<file path="src/rtl/alu_issue_ctrl.sv">
// alu_issue_ctrl: issue controller for a 16-bit ALU with an 8x16 register file.
// Accepts instructions over valid/ready, drives registered ALU operands for
// one EXEC cycle, captures the 32-bit result, writes the low half back and
// presents result plus flags on a valid/ready result port.
// Optional retire/illegal statistics counters: define ALU_ISSUE_STATS_EN.
//
// Handshake: a transfer happens on a rising edge where valid and ready are
// both high; a producer holds valid and its payload until that edge, and
// ready never depends combinationally on valid (both ready/valid are registers).
module alu_issue_ctrl #(
    parameter int               DW       = 16,
    parameter int               RW       = 32,
    parameter logic [DW-1:0]    RF_RESET = 16'h0000
) (
    input  logic          clk,
    input  logic          rst,
    input  logic          instr_valid,
    output logic          instr_ready,
    input  logic [15:0]   instr,
    output logic [DW-1:0] alu_a,
    output logic [DW-1:0] alu_b,
    output logic [2:0]    alu_op,
    input  logic [RW-1:0] alu_out,
    output logic          res_valid,
    input  logic          res_ready,
    output logic [RW-1:0] res_data,
    output logic [2:0]    res_rd,
    output logic          res_zero,
    output logic          res_carry,
    output logic          res_err
`ifdef ALU_ISSUE_STATS_EN
    ,
    output logic [15:0]   retired_cnt,
    output logic [15:0]   illegal_cnt
`endif
);

    typedef enum logic [1:0] {
        IDLE = 2'd0,
        EXEC = 2'd1,
        WB   = 2'd2
    } state_t;

    localparam logic [2:0] OP_ADD = 3'b000;
    localparam logic [2:0] OP_SUB = 3'b001;
    localparam logic [2:0] OP_AND = 3'b010;
    localparam logic [2:0] OP_OR  = 3'b011;
    localparam logic [2:0] OP_XOR = 3'b100;
    localparam logic [2:0] OP_LDI = 3'b111;

    state_t        state_q;
    logic          instr_ready_q;
    logic [2:0]    op_q;
    logic [2:0]    rd_q;
    logic [9:0]    imm_q;
    logic [DW-1:0] alu_a_q;
    logic [DW-1:0] alu_b_q;
    logic [2:0]    alu_op_q;
    logic          res_valid_q;
    logic [RW-1:0] res_data_q;
    logic [2:0]    res_rd_q;
    logic          res_zero_q;
    logic          res_carry_q;
    logic          res_err_q;
    logic [DW-1:0] rf_q [8];
`ifdef ALU_ISSUE_STATS_EN
    logic [15:0]   retired_cnt_q;
    logic [15:0]   illegal_cnt_q;
`endif

    logic [RW-1:0] res_data_d;
    logic          res_zero_d;
    logic          res_carry_d;
    logic          res_err_d;
    logic          rf_we_d;

    // Result and flags that EXEC will capture, selected by the latched opcode.
    always_comb begin
        res_data_d  = '0;
        res_carry_d = 1'b0;
        res_err_d   = 1'b0;
        rf_we_d     = 1'b0;
        case (op_q)
            OP_ADD, OP_SUB: begin
                res_data_d  = alu_out;
                res_carry_d = alu_out[16];
                rf_we_d     = 1'b1;
            end
            OP_AND, OP_OR, OP_XOR: begin
                res_data_d = alu_out;
                rf_we_d    = 1'b1;
            end
            OP_LDI: begin
                res_data_d = {{(RW-10){1'b0}}, imm_q};
                rf_we_d    = 1'b1;
            end
            default: begin
                res_err_d = 1'b1;
            end
        endcase
        res_zero_d = (res_data_d[DW-1:0] == '0);
    end

    // Issue FSM: accept, execute for one cycle, then hold the result until taken.
    always_ff @(posedge clk) begin
        if (rst) begin
            state_q       <= IDLE;
            instr_ready_q <= 1'b1;
            op_q          <= '0;
            rd_q          <= '0;
            imm_q         <= '0;
            alu_a_q       <= '0;
            alu_b_q       <= '0;
            alu_op_q      <= '0;
            res_valid_q   <= 1'b0;
            res_data_q    <= '0;
            res_rd_q      <= '0;
            res_zero_q    <= 1'b0;
            res_carry_q   <= 1'b0;
            res_err_q     <= 1'b0;
            for (int i = 0; i < 8; i++) begin
                rf_q[i] <= RF_RESET;
            end
`ifdef ALU_ISSUE_STATS_EN
            retired_cnt_q <= '0;
            illegal_cnt_q <= '0;
`endif
        end else begin
            case (state_q)
                IDLE: begin
                    if (instr_valid && instr_ready_q) begin
                        op_q          <= instr[15:13];
                        rd_q          <= instr[12:10];
                        imm_q         <= instr[9:0];
                        instr_ready_q <= 1'b0;
                        state_q       <= EXEC;
                        // Only real ALU ops touch the ALU ports; LDI/illegal leave them alone.
                        if (instr[15:13] <= OP_XOR) begin
                            alu_a_q  <= rf_q[instr[9:7]];
                            alu_b_q  <= rf_q[instr[6:4]];
                            alu_op_q <= instr[15:13];
                        end
                    end
                end
                EXEC: begin
                    res_data_q  <= res_data_d;
                    res_rd_q    <= rd_q;
                    res_zero_q  <= res_zero_d;
                    res_carry_q <= res_carry_d;
                    res_err_q   <= res_err_d;
                    res_valid_q <= 1'b1;
                    if (rf_we_d) begin
                        rf_q[rd_q] <= res_data_d[DW-1:0];
                    end
                    state_q <= WB;
                end
                WB: begin
                    if (res_ready) begin
                        res_valid_q   <= 1'b0;
                        instr_ready_q <= 1'b1;
                        state_q       <= IDLE;
`ifdef ALU_ISSUE_STATS_EN
                        retired_cnt_q <= retired_cnt_q + 16'd1;
                        if (res_err_q) begin
                            illegal_cnt_q <= illegal_cnt_q + 16'd1;
                        end
`endif
                    end
                end
                default: state_q <= IDLE;
            endcase
        end
    end

    assign instr_ready = instr_ready_q;
    assign alu_a       = alu_a_q;
    assign alu_b       = alu_b_q;
    assign alu_op      = alu_op_q;
    assign res_valid   = res_valid_q;
    assign res_data    = res_data_q;
    assign res_rd      = res_rd_q;
    assign res_zero    = res_zero_q;
    assign res_carry   = res_carry_q;
    assign res_err     = res_err_q;
`ifdef ALU_ISSUE_STATS_EN
    assign retired_cnt = retired_cnt_q;
    assign illegal_cnt = illegal_cnt_q;
`endif

endmodule

</file>
<file path="config.mk">
export PLATFORM = sky130hd
export DESIGN_NAME = alu_issue_ctrl
export DESIGN_NICKNAME = d
export VERILOG_FILES = /design/src/rtl/alu_issue_ctrl.sv
export SDC_FILE = /design/constraint.sdc
export NUM_CORES = 1
export LEC_CHECK = 0
export BUFFER_PORTS_ARGS = -buffer_cell sky130_fd_sc_hd__buf_2
export CAP_MARGIN = 20
export CORE_MARGIN = 2
export CORE_UTILIZATION = 52
export CTS_CLUSTER_DIAMETER = 100
export DETAILED_ROUTE_END_ITERATION = 16
export PLACE_DENSITY = 0.76
export SLEW_MARGIN = 15
export SYNTH_ARGS = -nofsm -noshare
export SYNTH_HDL_FRONTEND = slang
export SYNTH_SLANG_ARGS = --single-unit
</file>
<file path="constraint.sdc">
create_clock -name clk -period 2 [get_ports clk]
set_input_delay 0.3 -clock clk [delete_from_list [all_inputs] [get_ports clk]]
set_output_delay 0.3 -clock clk [all_outputs]
set_load 0.02 [all_outputs]
</file>
==> impl_metrics.env, run 1 <==
export IMPL_cp_required_ns=2.17
export IMPL_vias=6974
export IMPL_status="finished clean"
export IMPL_clk_path_buf_depth=3
export IMPL_synth_edf_count=128
export IMPL_viasPerCell=5.861
export IMPL_grt_pass1_wl_um=37890
export IMPL_drtIter0Drc=617
export IMPL_synth_cell_types=40
export IMPL_finalNetCount=990
export IMPL_fp_dieH_um=141.6
export IMPL_layout_cells_most_common_list="177 x nor2_1, 128 x edfxtp_1, 125 x buf_2"
export IMPL_crit_type="register to register"
export IMPL_hp_class="primary input to register"
export IMPL_antenna_found_initial=0
export IMPL_synth_nets=855
export IMPL_setup_viol=0
export IMPL_numClockSinks=221
export IMPL_yosys_warnings=0
export IMPL_drcViolationCount=0
export IMPL_die_area_um2=20050
export IMPL_wl_met1_um=9767
export IMPL_hold_buffers=0
export IMPL_cts_root_buf="clkbuf_16"
export IMPL_wirelength_um=23950
export IMPL_crit_path_end_kind="register"
export IMPL_pin_count=127
export IMPL_yosys_area_top_type="edfxtp_1"
export IMPL_netlist_top_cells_area="edfxtp_1 39%, dfxtp_1 19%, mux4_2 15%, nor2_1 6.8%, mux2i_1 3.3%"
export IMPL_skew_ns=0.01592
export IMPL_grt_start_max_net_pins=65
export IMPL_ir_worst_vdd_uv=568.4
export IMPL_cts_htree_levels=1
export IMPL_synth_seq_cells=221
export IMPL_n_antenna_cell=0
export IMPL_worst_slew_margin_rel=0.5710
export IMPL_postRouteAntennaNets=0
export IMPL_core_area_um2=18640
export IMPL_fin_crit_sh=0.9351
export IMPL_area_delta_synth_final_pct=20.50
export IMPL_place_hpwl_um=16450
export IMPL_regArea_um2=5705
export IMPL_async_flop_share=0
export IMPL_max_cap_violations=0
export IMPL_ys_flop_type="edfxtp_1"
export IMPL_cts_buffers=24
export IMPL_wl_met3_um=2362
export IMPL_synth_top_cell_area_share=0.3903
export IMPL_drive_above_1_share=0.3232
export IMPL_clkLatencyLatePin_ns=0.52
export IMPL_cp_start_kind="register"
export IMPL_grt_pass1_vias=6896
export IMPL_start_util=0.5282
export IMPL_grt_remaining_overflow=0
export IMPL_clk_pin_slew_ns=0.06
export IMPL_mostFrequentLayoutCell="nor2_1"
export IMPL_rows=50
export IMPL_utilization=0.6364
export IMPL_crit_fanout=16
export IMPL_tightest_slew_ns=0.6436
export IMPL_min_period_ns=1.870
export IMPL_nFillCells=1408
export IMPL_rsz0062_at_grt="no"
export IMPL_grt_use_total=0.2447
export IMPL_multi_input_area_um2=3935
export IMPL_port_buffers=126
export IMPL_fmax_mhz=534.7
export IMPL_fp_dieW_um=141.6
export IMPL_power_leakage_nw=4.556
export IMPL_synth_yosys_seq_area_share=0.5794
export IMPL_finalMaxSlewViolations=0
export IMPL_netlist_area_um2=9847
export IMPL_wl_per_cell_um=20.13
export IMPL_hold_viol=0
export IMPL_cts_tree="built"
export IMPL_p_per_area_nw_per_um2=926.3
export IMPL_setup_tns_ns=0
export IMPL_first_pass_iters=5
export IMPL_dr_wl_met2_um=11400
export IMPL_avgSynthCellArea_um2=12.26
export IMPL_top_layer="met4"
export IMPL_place_gp_congestion=0.8437
export IMPL_crit_arrival_ns=2.04
export IMPL_netlist_instances=803
==> critical path: stages, from the launching register on <==
cell and delay (ns):
dfxtp_1 0.32, xor2_1 0.23, a2111oi_4 0.38, buf_4 0.21
nand2_2 0.06, nand2b_2 0.32
==> what timing repair did <==
item,4_1_cts,5_1_grt
pin swaps,0,1
endpoints found under the setup margin,16,56
setup buffers,0,1
cloned,0,0
hold endpoints to repair,0,0
gates resized for setup,1,3
==> cells by family (layout without fill, tap and decap cells) <==
group           after synthesis  after routing  synth area share
simple gates                309            309            0.1308
flops                       221            221            0.5794
compound gates              112            112           0.08132
mux                          96             96            0.1789
buf+inv                      64            217           0.02872
xor+xnor                      1              1         0.0008896
==> per-stage QoR <==
step / hold WS, ns / power [mW] / cells / setup WS, ns / area (µm²)
floorplan: 0.4189 / 6.071 / 803 / 0.1226 / 9867
global placement: 0.4342 / 6.544 / 1145 / 0.06908 / 11020
detailed placement: 0.4418 / 6.577 / 1145 / 0.01984 / 11020
CTS: 0.01553 / 11.04 / 1189 / 0.01763 / 11850
global route: 0.01724 / 11.36 / 1190 / 0.02609 / 11870
finish: 0.02811 / 10.99 / 1190 / 0.1298 / 11870
==> flip-flops by register name, indices dropped and copies added, names as in the netlist <==
signal	count
res_carry	1
rf_q	128
res_valid	1
alu_b	16
res_zero	1
instr_ready	1
res_data	32
res_err	1
rd_q	3
res_rd	3
op_q	3
alu_a	16
imm_q	10
state_q	2
alu_op	3
==> layer usage <==
| layer | up-vias | track usage |
|---|---|---|
| met4 | 0 | 0.05368 |
| met5 | - | 0 |
| li1 | 3242 | - |
| met1 | 3367 | 0.3369 |
| met2 | 332 | 0.4024 |
| met3 | 33 | 0.05670 |
==> report_power, final <==
part | leakage [nW] | internal [mW] | switching, mW | total (mW)
clock | 0.397 | 2.69 | 1.82 | 4.51
combinational | 2.08 | 0.546 | 0.769 | 1.32
sequential | 2.08 | 5.03 | 0.131 | 5.16
total | 4.56 | 8.27 | 2.72 | 11.0
==> cell usage after synthesis, drive strengths merged (2+ instances only) <==
| cell type | instances |
|---|---|
| nor2 | 179 |
| edfxtp | 128 |
| dfxtp | 93 |
| nand2 | 81 |
| mux4 | 64 |
| a21oi | 49 |
| a211oi | 42 |
| clkbuf | 33 |
| mux2i | 32 |
| buf | 29 |
| nand3 | 26 |
| a22oi | 10 |
| nand2b | 9 |
| a2111oi | 3 |
| nor3 | 3 |
| nor4 | 3 |
| o21ai | 3 |
| inv | 2 |
| nor2b | 2 |
==> final timing paths <==
| path | depth (start not counted) | slack (ns) | endpoint | startpoint |
|---|---|---|---|---|
| max | 5 | 0.13 | rf_q[4][9]$_SDFFCE_PN0P_ | op_q[0]$_SDFFE_PP0P_ |
| min reg2reg | 2 | 0.45 | res_data[25]$_SDFFE_PP0P_ | res_data[25]$_SDFFE_PP0P_ |
| max reg2reg | 5 | 0.13 | rf_q[4][9]$_SDFFCE_PN0P_ | op_q[0]$_SDFFE_PP0P_ |
| min | 3 | 0.03 | imm_q[1]$_SDFFE_PP0P_ | instr[1] |
==> final cells by class <==
class / count / share of cell area
Inverter: 2 / 0.0006327
Clock inverter: 15 / 0.01128
Multi-Input combinational cell: 518 / 0.3316
Clock buffer: 29 / 0.05747
Tap cell: 234 / 0.02468
Timing Repair Buffer: 171 / 0.09343
Sequential cell: 221 / 0.4809
Note: power is estimated with default switching activity, not from simulation.
==> run 2, diff against run 1 <==
- REMOVE_ABC_BUFFERS: not set -> 1
==> run 2 against run 1 <==
  * Clock power shrank 5.1%
  * Critical path type unchanged
  * First-iteration DRC count shrank 1.6%
  * Routed wire length grew 6.9%
  * Via count grew 2.9%
  * Critical path depth is the same
  * Design area grew 0.13%
  * Cell count grew 0.50%
  * Die area is the same
  * Count of clock-buffer cells in the layout grew 9
==> impl_metrics.env, run 2 (synthesis results as in run 1) <==
export IMPL_min_period_ns=1.874
export IMPL_wl_per_cell_um=21.42
export IMPL_cts_buffers=24
export IMPL_place_gp_congestion=0.8200
export IMPL_r2r_start="op_q[1]$_SDFFE_PP0P_"
export IMPL_min_path_cells=3
export IMPL_critical_path_top_delay_family="compound AO/OA/AOI/OAI gates"
export IMPL_layout_cells_most_common_list="177 x nor2_1, 128 x edfxtp_1, 125 x buf_2"
export IMPL_cp_required_ns=2.24
export IMPL_largest_reg_flops=128
export IMPL_rows=50
export IMPL_dp_slack_ns=0.1766
export IMPL_fp_dieW_um=141.6
export IMPL_r2r_setup_slack_ns=0.13
export IMPL_status="finished clean"
export IMPL_fmax_mhz=533.7
export IMPL_crit_arrival_ns=2.11
export IMPL_power_leakage_nw=4.565
export IMPL_grt_remaining_overflow=0
export IMPL_finalMaxSlewViolations=0
export IMPL_fp_dieH_um=141.6
export IMPL_core_area_um2=18640
export IMPL_skew_ns=0.02245
export IMPL_numClockSinks=221
export IMPL_holdCritStartpoint="instr[11]"
export IMPL_finalNetCount=996
export IMPL_clk_pin_slew_ns=0.06
export IMPL_crit_path_end_kind="register"
export IMPL_clkLatencyLatePin_ns=0.53
export IMPL_place_hpwl_um=16430
export IMPL_path_cells="buf_4 -> and3_1 -> buf_4 -> a22oi_2 -> nor2_1"
export IMPL_grt_pass1_wl_um=39830
export IMPL_viasPerCell=5.997
export IMPL_crit_buf_inv=2
export IMPL_crit_type="register to register"
export IMPL_cp_start_kind="register"
export IMPL_first_pass_iters=7
export IMPL_r2r_end="rf_q[2][1]$_SDFFCE_PN0P_"
export IMPL_clk_path_buf_depth=3
export IMPL_grt_pass1_vias=7153
export IMPL_top_register="rf_q"
export IMPL_area_delta_synth_final_pct=20.65
export IMPL_path_common_cell="buf_4"
export IMPL_crit_fanout=9
export IMPL_wirelength_um=25620
export IMPL_critPathMaxStageDelay_ns=0.52
export IMPL_n_antenna_cell=0
export IMPL_cts_resized=0
export IMPL_numPlacedInstances=1147
export IMPL_grt_start_max_net_pins=103
export IMPL_fin_crit_sh=0.9369
export IMPL_utilization=0.6372
export IMPL_hp_class="primary input to register"
export IMPL_finalWorstSetupSlack_ns=0.1262
export IMPL_mostFrequentLayoutCell="nor2_1"
export IMPL_tightest_slew_ns=0.6711
export IMPL_antenna_found_initial=0
export IMPL_max_cap_violations=0
export IMPL_die_area_um2=20050
export IMPL_grt_use_total=0.2596
export IMPL_ir_worst_vdd_uv=640.7
export IMPL_start_util=0.5282
export IMPL_setup_viol=0
export IMPL_pin_count=127
export IMPL_vias=7173
export IMPL_cts_setup_buffers=0
export IMPL_worstRegToRegCells=5
export IMPL_crit_path_top_delay_cell="a22oi_2"
export IMPL_final_cells=1196
export IMPL_min_to="rd_q[1]$_SDFFE_PP0P_"
export IMPL_cts_tree="built"
export IMPL_drtIter0Drc=607
export IMPL_p_total_mw=10.79
export IMPL_rsz0062_at_grt="no"
export IMPL_worst_slew_margin_rel=0.5526
export IMPL_port_buffers=126
export IMPL_drcViolationCount=0
export IMPL_cts_htree_levels=1
export IMPL_hold_viol=0
export IMPL_cts_root_buf="clkbuf_16"
export IMPL_nFillCells=1411
export IMPL_p_per_area_nw_per_um2=908.4
export IMPL_postRouteAntennaNets=0
export IMPL_drive_above_1_share=0.3077
run 2: cell count changes in the layout (fill, tap and decap cells not counted), moves of 3 or more:
cell           change
buf_12             +3
clkbuf_1           +7
clkbuf_8           +3
clkinv_1           -3
dlygate4sd3_1      +5
nand2b_1           +8
nand2b_2           -6
run 2: area by class of cell:
type / instances / area, µm² / share of cell area
Clock buffer: 38 / 724.4 / 0.06098
Clock inverter: 6 / 48.80 / 0.004107
Inverter: 2 / 7.507 / 0.0006319
Multi-Input combinational cell: 518 / 3897 / 0.3281
Sequential cell: 221 / 5705 / 0.4803
Tap cell: 234 / 292.8 / 0.02464
Timing Repair Buffer: 177 / 1204 / 0.1013
run 2: worst max-delay path by stage:
stage | from | endpoint | slack (ns) | depth (start not counted)
final | op_q[1]$_SDFFE_PP0P_ | rf_q[2][1]$_SDFFCE_PN0P_ | 0.13 | 5
after global routing | op_q[2]$_SDFFE_PP0P_ | rf_q[3][1]$_SDFFCE_PN0P_ | 0.003 | 3
after CTS | op_q[2]$_SDFFE_PP0P_ | rf_q[3][1]$_SDFFCE_PN0P_ | 0.13 | 3
after detailed placement | op_q[0]$_SDFFE_PP0P_ | rf_q[3][1]$_SDFFCE_PN0P_ | 0.18 | 6
after global placement | op_q[0]$_SDFFE_PP0P_ | rf_q[3][13]$_SDFFCE_PN0P_ | 0.21 | 6
after floorplan | op_q[0]$_SDFFE_PP0P_ | res_zero$_SDFFE_PP0P_ | -0.91 | 3
run 2: routing by layer:
| metal | part of all wire | track usage |
|---|---|---|
| met5 | 0 | 0 |
| met4 | 0.025 | 0.07526 |
| met3 | 0.096 | 0.05164 |
| met2 | 0.49 | 0.4331 |
| met1 | 0.39 | 0.3498 |
run 2: metrics by stage:
stage,setup TNS [ns],area [µm²],hold slack (ns)
2_1_floorplan,-171.33,9572,0.3691
5_1_grt,0,11880,0.02663
3_5_place_dp,0,11060,0.4430
3_3_place_gp,0,11060,0.4346
6_report,0,11880,0.02015
4_1_cts,0,11880,0.007501
run 2: repair_timing:
| action | in CTS | in global routing |
|---|---|---|
| hold endpoints to repair | 5 | 0 |
| endpoints found under the setup margin | 0 | 0 |
| hold buffers | 5 | 0 |
run 2: power by group:
part,total [mW],switching [mW],internal [mW]
clock,4.28,1.79,2.50
sequential,5.18,0.144,5.03
combinational,1.33,0.777,0.555
run 2: worst reg2reg max path, cell delays in order, from the launching register on:
cell and delay [ns]:
dfxtp_1 0.32, buf_4 0.16, and3_1 0.28, buf_4 0.21, a22oi_2 0.52, nor2_1 0.10
